==> src/rtl/vector_lane_engine.sv <==
// Vector load/store/ADD/SUB sequencer. Moves one lane per cycle between
// byte-addressed memory and a LANES x DATA_W result register.
module vector_lane_engine #(
    parameter int LANES    = 4,
    parameter int DATA_W   = 8,
    parameter int ADDR_W   = 8,
    parameter int SATURATE = 0
) (
    input  logic                      i_clock,
    input  logic                      i_reset,
    input  logic                      i_start,
    input  logic [1:0]                i_op,
    input  logic [ADDR_W-1:0]         i_base_addr,
    input  logic [LANES*DATA_W-1:0]   i_vsrc1,
    input  logic [LANES*DATA_W-1:0]   i_vsrc2,
    output logic [ADDR_W-1:0]         o_mem_addr,
    output logic                      o_mem_rden,
    output logic                      o_mem_wren,
    output logic [DATA_W-1:0]         o_mem_wdata,
    input  logic [DATA_W-1:0]         i_mem_q,
    output logic                      o_busy,
    output logic                      o_vwrite,
    output logic [LANES*DATA_W-1:0]   o_vresult,
    output logic                      o_vzero,
    output logic                      o_done
);
    localparam int IDX_W = (LANES > 1) ? $clog2(LANES) : 1;
    localparam logic [1:0] OP_LOAD = 2'b00, OP_STORE = 2'b01, OP_ADD = 2'b10;

    typedef enum logic [2:0] {S_IDLE, S_RD, S_RD_LAST, S_WR, S_ALU, S_FIN} state_t;

    state_t                    r_state, w_next;
    logic [1:0]                r_op;
    logic [ADDR_W-1:0]         r_base;
    logic [LANES*DATA_W-1:0]   r_a, r_b, r_stage, r_vresult;
    logic                      r_vzero;
    logic [IDX_W-1:0]          r_idx, r_cap_idx;
    logic                      r_cap_vld;

    logic                      w_last;
    logic [ADDR_W-1:0]         w_addr;
    logic [DATA_W-1:0]         w_a_lane [LANES];
    logic [LANES*DATA_W-1:0]   w_alu, w_load_vec;

    assign w_last = (r_idx == IDX_W'(LANES - 1));
    assign w_addr = r_base + ADDR_W'(r_idx);

    // Per-lane datapath: no carry/borrow crosses a lane boundary.
    for (genvar k = 0; k < LANES; k++) begin : g_lane
        logic [DATA_W:0] w_sum, w_diff;
        assign w_a_lane[k] = r_a[k*DATA_W +: DATA_W];
        assign w_sum  = {1'b0, r_a[k*DATA_W +: DATA_W]} + {1'b0, r_b[k*DATA_W +: DATA_W]};
        assign w_diff = {1'b0, r_a[k*DATA_W +: DATA_W]} - {1'b0, r_b[k*DATA_W +: DATA_W]};
        always_comb begin
            if (r_op == OP_ADD)
                w_alu[k*DATA_W +: DATA_W] = (SATURATE != 0 && w_sum[DATA_W])
                                            ? {DATA_W{1'b1}} : w_sum[DATA_W-1:0];
            else
                w_alu[k*DATA_W +: DATA_W] = (SATURATE != 0 && w_diff[DATA_W])
                                            ? {DATA_W{1'b0}} : w_diff[DATA_W-1:0];
        end
        // Merges the lane arriving on mem_q into the staged vector.
        assign w_load_vec[k*DATA_W +: DATA_W] = (r_cap_idx == IDX_W'(k))
                                                ? i_mem_q : r_stage[k*DATA_W +: DATA_W];
    end

    always_ff @(posedge i_clock) begin
        if (i_reset) r_state <= S_IDLE;
        else         r_state <= w_next;
    end

    always_comb begin
        w_next = r_state;
        case (r_state)
            S_IDLE:    if (i_start) begin
                           case (i_op)
                               OP_LOAD:  w_next = S_RD;
                               OP_STORE: w_next = S_WR;
                               default:  w_next = S_ALU;
                           endcase
                       end
            S_RD:      if (w_last) w_next = S_RD_LAST;
            S_RD_LAST: w_next = S_FIN;
            S_WR:      if (w_last) w_next = S_FIN;
            S_ALU:     w_next = S_FIN;
            S_FIN:     w_next = S_IDLE;
            default:   w_next = S_IDLE;
        endcase
    end

    // Strobes are gated by reset so a reset cycle never issues a memory access.
    always_comb begin
        o_mem_addr  = '0;
        o_mem_rden  = 1'b0;
        o_mem_wren  = 1'b0;
        o_mem_wdata = '0;
        o_busy      = 1'b0;
        o_done      = 1'b0;
        o_vwrite    = 1'b0;
        case (r_state)
            S_RD: begin
                o_busy     = 1'b1;
                o_mem_rden = ~i_reset;
                o_mem_addr = w_addr;
            end
            S_WR: begin
                o_busy      = 1'b1;
                o_mem_wren  = ~i_reset;
                o_mem_addr  = w_addr;
                o_mem_wdata = w_a_lane[r_idx];
            end
            S_RD_LAST, S_ALU: o_busy = 1'b1;
            S_FIN: begin
                o_done   = 1'b1;
                o_vwrite = (r_op != OP_STORE);
            end
            default: ;
        endcase
    end

    always_ff @(posedge i_clock) begin
        if (i_reset) begin
            r_op      <= '0;
            r_base    <= '0;
            r_a       <= '0;
            r_b       <= '0;
            r_idx     <= '0;
            r_cap_idx <= '0;
            r_cap_vld <= 1'b0;
            r_stage   <= '0;
            r_vresult <= '0;
            r_vzero   <= 1'b1;
        end else begin
            if (r_state == S_IDLE && i_start) begin
                r_op   <= i_op;
                r_base <= i_base_addr;
                r_a    <= i_vsrc1;
                r_b    <= i_vsrc2;
                r_idx  <= '0;
            end else if (r_state == S_RD || r_state == S_WR) begin
                r_idx <= r_idx + IDX_W'(1);
            end
            // Read data lags its request by one cycle.
            r_cap_vld <= (r_state == S_RD);
            r_cap_idx <= r_idx;
            if (r_cap_vld) r_stage <= w_load_vec;
            if (r_state == S_RD_LAST) begin
                r_vresult <= w_load_vec;
                r_vzero   <= (w_load_vec == '0);
            end else if (r_state == S_ALU) begin
                r_vresult <= w_alu;
                r_vzero   <= (w_alu == '0);
            end
        end
    end

    assign o_vresult = r_vresult;
    assign o_vzero   = r_vzero;
endmodule

==> config.mk <==
export PLATFORM = sky130hd
export DESIGN_NAME = vector_lane_engine
export DESIGN_NICKNAME = d
export VERILOG_FILES = /design/src/rtl/vector_lane_engine.sv
export SDC_FILE = /design/constraint.sdc
export NUM_CORES = 1
export LEC_CHECK = 0
export ABC_AREA = 1
export BUFFER_PORTS_ARGS = -buffer_cell sky130_fd_sc_hd__buf_2
export CAP_MARGIN = 5
export CORE_AREA = 2 2 124 126
export CTS_BUF_LIST = sky130_fd_sc_hd__clkbuf_2
export CTS_CLUSTER_DIAMETER = 60
export DETAILED_ROUTE_END_ITERATION = 10
export DIE_AREA = 0 0 126 128
export PLACE_DENSITY = 0.89
export RECOVER_POWER = 50
export SLEW_MARGIN = 20
export SYNTH_ARGS = -nofsm -noshare
export SYNTH_HDL_FRONTEND = slang
export SYNTH_SLANG_ARGS = --single-unit
==> constraint.sdc <==
create_clock -name i_clock -period 2.9 [get_ports i_clock]
set_clock_uncertainty 0.1 [all_clocks]
set_input_delay 0.725 -clock i_clock [delete_from_list [all_inputs] [get_ports i_clock]]
set_output_delay 0.725 -clock i_clock [all_outputs]
set_load 0.005 [all_outputs]
==> results of run 1 <==
## Yosys cell counts (all sizes together), types with 13 or more instances
cell type | number | area share [%]
a21oi | 133 | 7.9
a31oi | 24 | 1.8
buf | 15 | 1.1
clkbuf | 40 | 1.9
dfxtp | 147 | 35
ha | 37 | 5.4
inv | 184 | 8.1
nand2 | 321 | 14
nand3 | 61 | 3.6
nand4 | 13 | 0.96
nor2 | 97 | 4.5
o21ai | 139 | 8.3
xor2 | 25 | 2.6
## area by class of cell
| class | instances | area (um^2) |
|---|---|---|
| Inverter | 188 | 731 |
| Clock inverter | 12 | 165 |
| Timing Repair inverter | 1 | 6.26 |
| Multi-Input combinational cell | 898 | 4840 |
| Fill cell | 1230 | 4760 |
| Sequential cell | 147 | 2950 |
| Clock buffer | 18 | 90.1 |
| Tap cell | 188 | 235 |
| Antenna cell | 2 | 5.00 |
| Timing Repair Buffer | 182 | 1070 |
## final timing paths
kind,startpoint,to,slack (ps),depth (start not counted)
max,r_idx[1]$_SDFFE_PP0P_,o_mem_addr[7],-340,9
min,i_vsrc2[23],r_b[23]$_SDFFE_PP0P_,60,3
min reg2reg,o_vresult[24]$_SDFFE_PP0P_,o_vresult[24]$_SDFFE_PP0P_,390,2
max reg2reg,r_op[1]$_SDFFE_PP0P_,o_vzero$_SDFFE_PP1P_,50,16
## stage by stage
stage	setup TNS, ps	hold WS [ps]	instances	worst slack [ps]	area [um^2]
final	-1820	56.9	1636	-339	10100
after global routing	-5300	53.4	1636	-342	10100
after CTS	-674	70.0	1619	-151	9810
after detailed placement	0	365	1576	40.1	9340
after global placement	0	361	1576	148	9340
after floorplan	0	345	1288	494	8510
## power by group through the flow
stage	combinational (uW)	sequential, uW	clock, uW
final	6470	3030	1310
after global placement	5640	2990	0
after floorplan	4240	2910	0
after detailed placement	5750	3010	0
after global routing	7080	3070	1380
after CTS	5880	2970	1280
## routing by layer
metal	GRT usage (%)	part of all wire, %
met5	0	0
met4	14.0	5.9
met3	5.72	10
met2	49.7	44
met1	40.0	39
## timing repair
action / 4_1_cts / 5_1_grt
pin swaps: 7 / 18
buffers inserted: 12 / 15
hold endpoints to repair: 0 / 0
endpoints found under the setup margin: 18 / 20
gates cloned: 1 / 1
hold buffers: 0 / 0
resized for setup: 36 / 66
## sequential cells by signal, summed over array words and instances, names as in the netlist
register / count
r_state: 3
r_cap_idx: 2
r_b: 32
r_cap_vld: 1
r_base: 8
r_idx: 2
r_a: 32
o_vzero: 1
r_stage: 32
o_vresult: 32
r_op: 2
## cells in the final DEF (no fill, tap or decap), types with 23 or more instances in the layout
master   count
nand2_1    307
inv_1      177
dfxtp_1    142
buf_2      137
a21oi_1    116
o21ai_0    112
nor2_1      89
nand3_1     59
ha_1        35
buf_4       32
xor2_1      24
a31oi_1     23
## critical path, delay by kind of cell, from the launching register on
family | cells | cell delay [ps]
AO/OA/AOI/OAI | 1 | 70
adder cells (fa/ha/maj) | 1 | 280
buffers and inverters | 2 | 270
flip-flops | 1 | 420
AND/OR/NAND/NOR | 5 | 590
## kinds of logic after synthesis
kind of cell | Yosys count | synth area share, %
simple gates | 511 | 24.8
compound gates | 315 | 19.7
buf+inv | 243 | 11.3
flops | 147 | 34.6
fa+ha+maj | 42 | 6.61
xor+xnor | 30 | 3.09
==> impl_metrics.csv, run 1 <==
group,metric,value,unit
routing,routed_via_density,5.79,
setup_path,cp.required,2080,ps
clock_tree,cts_sinks,147,
min_path,hp-class,"in2reg",
power,clkPwrFrac,12.1,%
power,p_per_area,1070,mW/mm^2
synth,ys_types,39,
power,power,10800,uW
die,start_util,57.3,%
synth,syn_nets,1415,
routing,antenna_left,0,
placed_design,gp_congestion,0.984,
synth,ys_seq_area_share,34.6,%
setup_path,crit_arrival,2410,ps
power,ir_worst_vdd,0.508,mV
synth,synthCells,1288,
sta,setup_viol,15,
setup_path,crit_fanout,3,
global_routing,grt.total_usage,30.7,%
synth,postSynth.asyncResetShare,0,%
clock_tree,clk_latency,790,ps
sta,finalHoldViolations,0,
clock_tree,cts_buffer_depth,2,
flow_run,drv_cap,0,
routing,routedWlPerCell,16.6,um
synth,synth_edf_count,0,
die,dieWidth,126,um
setup_path,path_cells,"ha_4 -> nand3_4 -> nand2_2 -> nand2_4 -> nor2_4 -> buf_6 -> a31oi_4 -> nor3_2 -> buf_2",
clock_tree,numCtsBuffers,17,
power,swShare,49.9,%
setup_path,crit_type,"reg2out",
die,io_pins,139,
routing,vias,9477,
sta,worst-slew-pin-transition,1100,ps
power,p_int,5410,uW
clock_tree,cts_tree,"yes",
outcome,violations,"setup timing",
global_routing,overflow,0,
global_routing,grt_max_degree,103,
placed_design,post-dp-hpwl,18400,um
finish,syn_to_final_growth,18.7,%
power,pwr-share-comb,59.9,%
global_routing,grt_antenna_before_repair,1,
clock_tree,cts-htree-levels,4,
power,power_leakage,0.00504,uW
synth,synth_ff_type,"dfxtp_1",
synth,ys_ff_latch,147,
power,power_frac_seq,28.0,%
routing,drc,0,
synth,avgSynthCellArea,6.61,um^2
sta,period_minus_slack,3240,ps
setup_path,crit_path_end_kind,"primary output",
die,die-area,0.0161,mm^2
setup_path,startpoint_type,"flip-flop",
synth,syn_area,0.00851,mm^2
die,die_h,128,um
sta,min_period_over_period,112,%
setup_path,cp_slowest_cell,"dfxtp_4",
setup_path,worst_path_largest_cell_delay,420,ps
sta,slew_headroom,26.4,%
routing,wl,27200,um
global_routing,grt_pass1_vias,8130,
global_routing,grt_first_pass_wirelength,39800,um
synth,yosysWarnings,0,
finish,post-route-util,68.0,%
routing,drt_first_pass_iters,7,
sta,timing.final.ws_setup,-339,ps
outcome,status,"complete, but fails checks",
clock_tree,clk_pin_slew,240,ps
finish,final_layout_size_suffix_gt1_share,19.7,%
sta,rsz0062_at_grt,"yes",
clock_tree,cts-root-buf,"clkbuf_2",
sta,fmax,309,MHz
sta,final_max_slew_viol_count,0,
placed_design,port-buffer-count,138,
routing,drtIter0Drc,1327,
power,power_switching,5390,uW
die,core,0.0149,mm^2
die,num_rows,45,
finish,fin_nets,1562,
Power figures use the tool's default switching activity.
==> inputs of run 2 (changes only) <==
BUFFER_PORTS_ARGS = -buffer_cell sky130_fd_sc_hd__buf_4   (was -buffer_cell sky130_fd_sc_hd__buf_2)
CELL_PAD_IN_SITES_DETAIL_PLACEMENT = 0   (was not set)
CELL_PAD_IN_SITES_GLOBAL_PLACEMENT = 1   (was not set)
CORE_AREA = 2 2 148 150   (was 2 2 124 126)
DIE_AREA = 0 0 150 152   (was 0 0 126 128)
==> run 2 against run 1 <==
Critical endpoint is now o_mem_addr[2]. Power rose by 4.1%. Non-clock buffer count rose by 5. The flow still finishes with violations (setup timing). Maximum frequency rose by 4.9%. Combinational power rose by 3.2%. Worst setup slack improved by 150 ps.
==> impl_metrics.csv, run 2 (same netlist as run 1, synthesis figures left out) <==
group,metric,value,unit
finish,final_area,0.0108,mm^2
placed_design,gp_congestion,0.933,
routing,drc,0,
finish,fin_nets,1567,
global_routing,grt.total_usage,23.2,%
clock_tree,hold_buffers,0,
finish,final_layout_size_suffix_gt1_share,22.2,%
die,start_util,39.9,%
global_routing,overflow,0,
clock_tree,clk_latency,750,ps
power,ir_worst_vdd,0.403,mV
sta,worst-slew-pin-transition,1260,ps
clock_tree,cts_buffer_depth,2,
min_path,hp-start,"i_vsrc2[7]",
setup_path,cp.required,2080,ps
finish,post-route-util,50.4,%
setup_path,reg2reg_slack,190,ps
setup_path,cp_slowest_cell,"dfxtp_2",
clock_tree,numCtsBuffers,17,
placed_design,dp.cells,1674,
clock_tree,cts_tree,"yes",
routing,routedWlPerCell,15.7,um
flow_run,drv_cap,0,
power,p_per_area,1050,mW/mm^2
setup_path,crit_fanout,2,
setup_path,crit_type,"reg2out",
finish,fin_cells,1734,
routing,drtIter0Drc,443,
die,core,0.0214,mm^2
clock_tree,cts_sinks,147,
finish,fill_cells,2233,
sta,fmax,324,MHz
global_routing,grt_first_pass_wirelength,42000,um
die,num_rows,54,
placed_design,dpl_cell_area,0.00984,mm^2
sta,min_period_over_period,106,%
min_path,hp-class,"in2reg",
sta,setup_viol,4,
outcome,violations,"setup timing",
sta,finalHoldViolations,0,
sta,period_minus_slack,3090,ps
sta,fin_hold_ws,108,ps
finish,final_common_cell,"nand2_1",
sta,timing.final.ws_setup,-186,ps
global_routing,grt_max_degree,97,
clock_tree,cts-htree-levels,4,
routing,routed_via_density,5.05,
setup_path,worst-path-buf-inv,3,
setup_path,startpoint_type,"flip-flop",
setup_path,r2r_start,"r_cap_vld$_SDFF_PP0_",
power,power,11200,uW
setup_path,crit_top_cell,"buf_4",
setup_path,crit_arrival,2260,ps
global_routing,grt_antenna_before_repair,1,
setup_path,path_cells,"ha_4 -> fa_2 -> buf_4 -> buf_6 -> o21ai_2 -> a21oi_2 -> buf_4",
sta,slew_headroom,15.8,%
die,io_pins,139,
die,dieWidth,150,um
routing,vias,8756,
sta,final_max_slew_viol_count,0,
die,die-area,0.0228,mm^2
min_path,min_to,"r_b[7]$_SDFFE_PP0P_",
finish,syn_to_final_growth,26.4,%
setup_path,crit_path_end_kind,"primary output",
placed_design,post-dp-hpwl,20200,um
outcome,status,"complete, but fails checks",
setup_path,path_delay_family,"adder cells",
min_path,whs_path_depth,3,
sta,rsz0062_at_grt,"yes",
routing,wl,27100,um
placed_design,port-buffer-count,138,
setup_path,r2r.worst_path.cells,6,
global_routing,grt_pass1_vias,7947,
routing,antenna_left,0,
die,die_h,152,um
finish,final_cell_mix,"307 x nand2_1, 176 x inv_1, 166 x buf_4, 140 x dfxtp_1, 108 x a21oi_1",
clock_tree,cts-root-buf,"clkbuf_2",
setup_path,timing.rr.end,"r_stage[21]$_SDFFE_PP0P_",
clock_tree,clk_pin_slew,230,ps
routing,drt_first_pass_iters,5,
power,power_leakage,0.00517,uW
setup_path,worst_path_largest_cell_delay,400,ps
## run 2: cell count changes in the layout (fill, tap and decap cells not counted), sizes merged
cell	before	now
clkinv	9	5
bufinv	4	6
clkbuf	23	27
buf	177	179
clkinvlp	4	3
inv	184	187
## run 2: timing repair
action	4_1_cts	5_1_grt
endpoints found under the setup margin	18	20
pin swaps	18	37
cloned	2	1
buffers inserted	13	12
resized for setup	46	101
## run 2: final cells by class
class	count	area, um^2	share of cell area (%)
flip-flops and latches	147	2950	27.5
repair inverters	1	6.26	0.0581
inverters	188	722	6.71
diodes	2	5.00	0.0465
clock inverters	12	228	2.12
multi-input cells	898	4920	45.7
repair buffers	187	1480	13.8
clock buffers	19	95.1	0.884
well taps	280	350	3.26
## run 2: worst register-to-register path, stage by stage, from the launching register on
cell,delay [ps]
dfxtp_1,350
clkbuf_1,920
inv_1,390
clkbuf_2,500
a21oi_1,240
o21ai_0,90
inv_1,70
## run 2: report_power, final
part	internal, uW	total [uW]	switching (uW)
Sequential	2590	3020	435
Clock	749	1540	791
Combinational	2540	6680	4150
Total	5880	11200	5370
## run 2: per-layer routing
layer	vias up	routed length, um	global-route usage (%)
met4	0	503	6.96
li1	4471	-	-
met5	-	0	0
met2	227	12600	36.4
met3	32	1260	2.94
met1	4026	12800	33.2
## run 2: worst max-delay path by stage
stage | startpoint | end | slack, ps | cells past startpoint
3_5_place_dp | r_op[0]$_SDFFE_PP0P_ | o_vzero$_SDFFE_PP1P_ | -10 | 19
4_1_cts | r_idx[1]$_SDFFE_PP0P_ | o_mem_addr[7] | -210 | 9
6_report | r_idx[0]$_SDFFE_PP0P_ | o_mem_addr[2] | -190 | 7
3_3_place_gp | r_op[0]$_SDFFE_PP0P_ | o_vzero$_SDFFE_PP1P_ | 8 | 19
5_1_grt | r_idx[0]$_SDFFE_PP0P_ | o_mem_addr[2] | -280 | 7
2_1_floorplan | r_op[0]$_SDFFE_PP0P_ | o_vzero$_SDFFE_PP1P_ | 490 | 20
## run 2: metrics by stage
| step | TNS (ps) | setup slack [ps] |
|---|---|---|
| after floorplan | 0 | 494 |
| after global placement | 0 | 8.45 |
| after detailed placement | -10.7 | -10.7 |
| after CTS | -1220 | -213 |
| after global routing | -2350 | -281 |
| final | -370 | -186 |
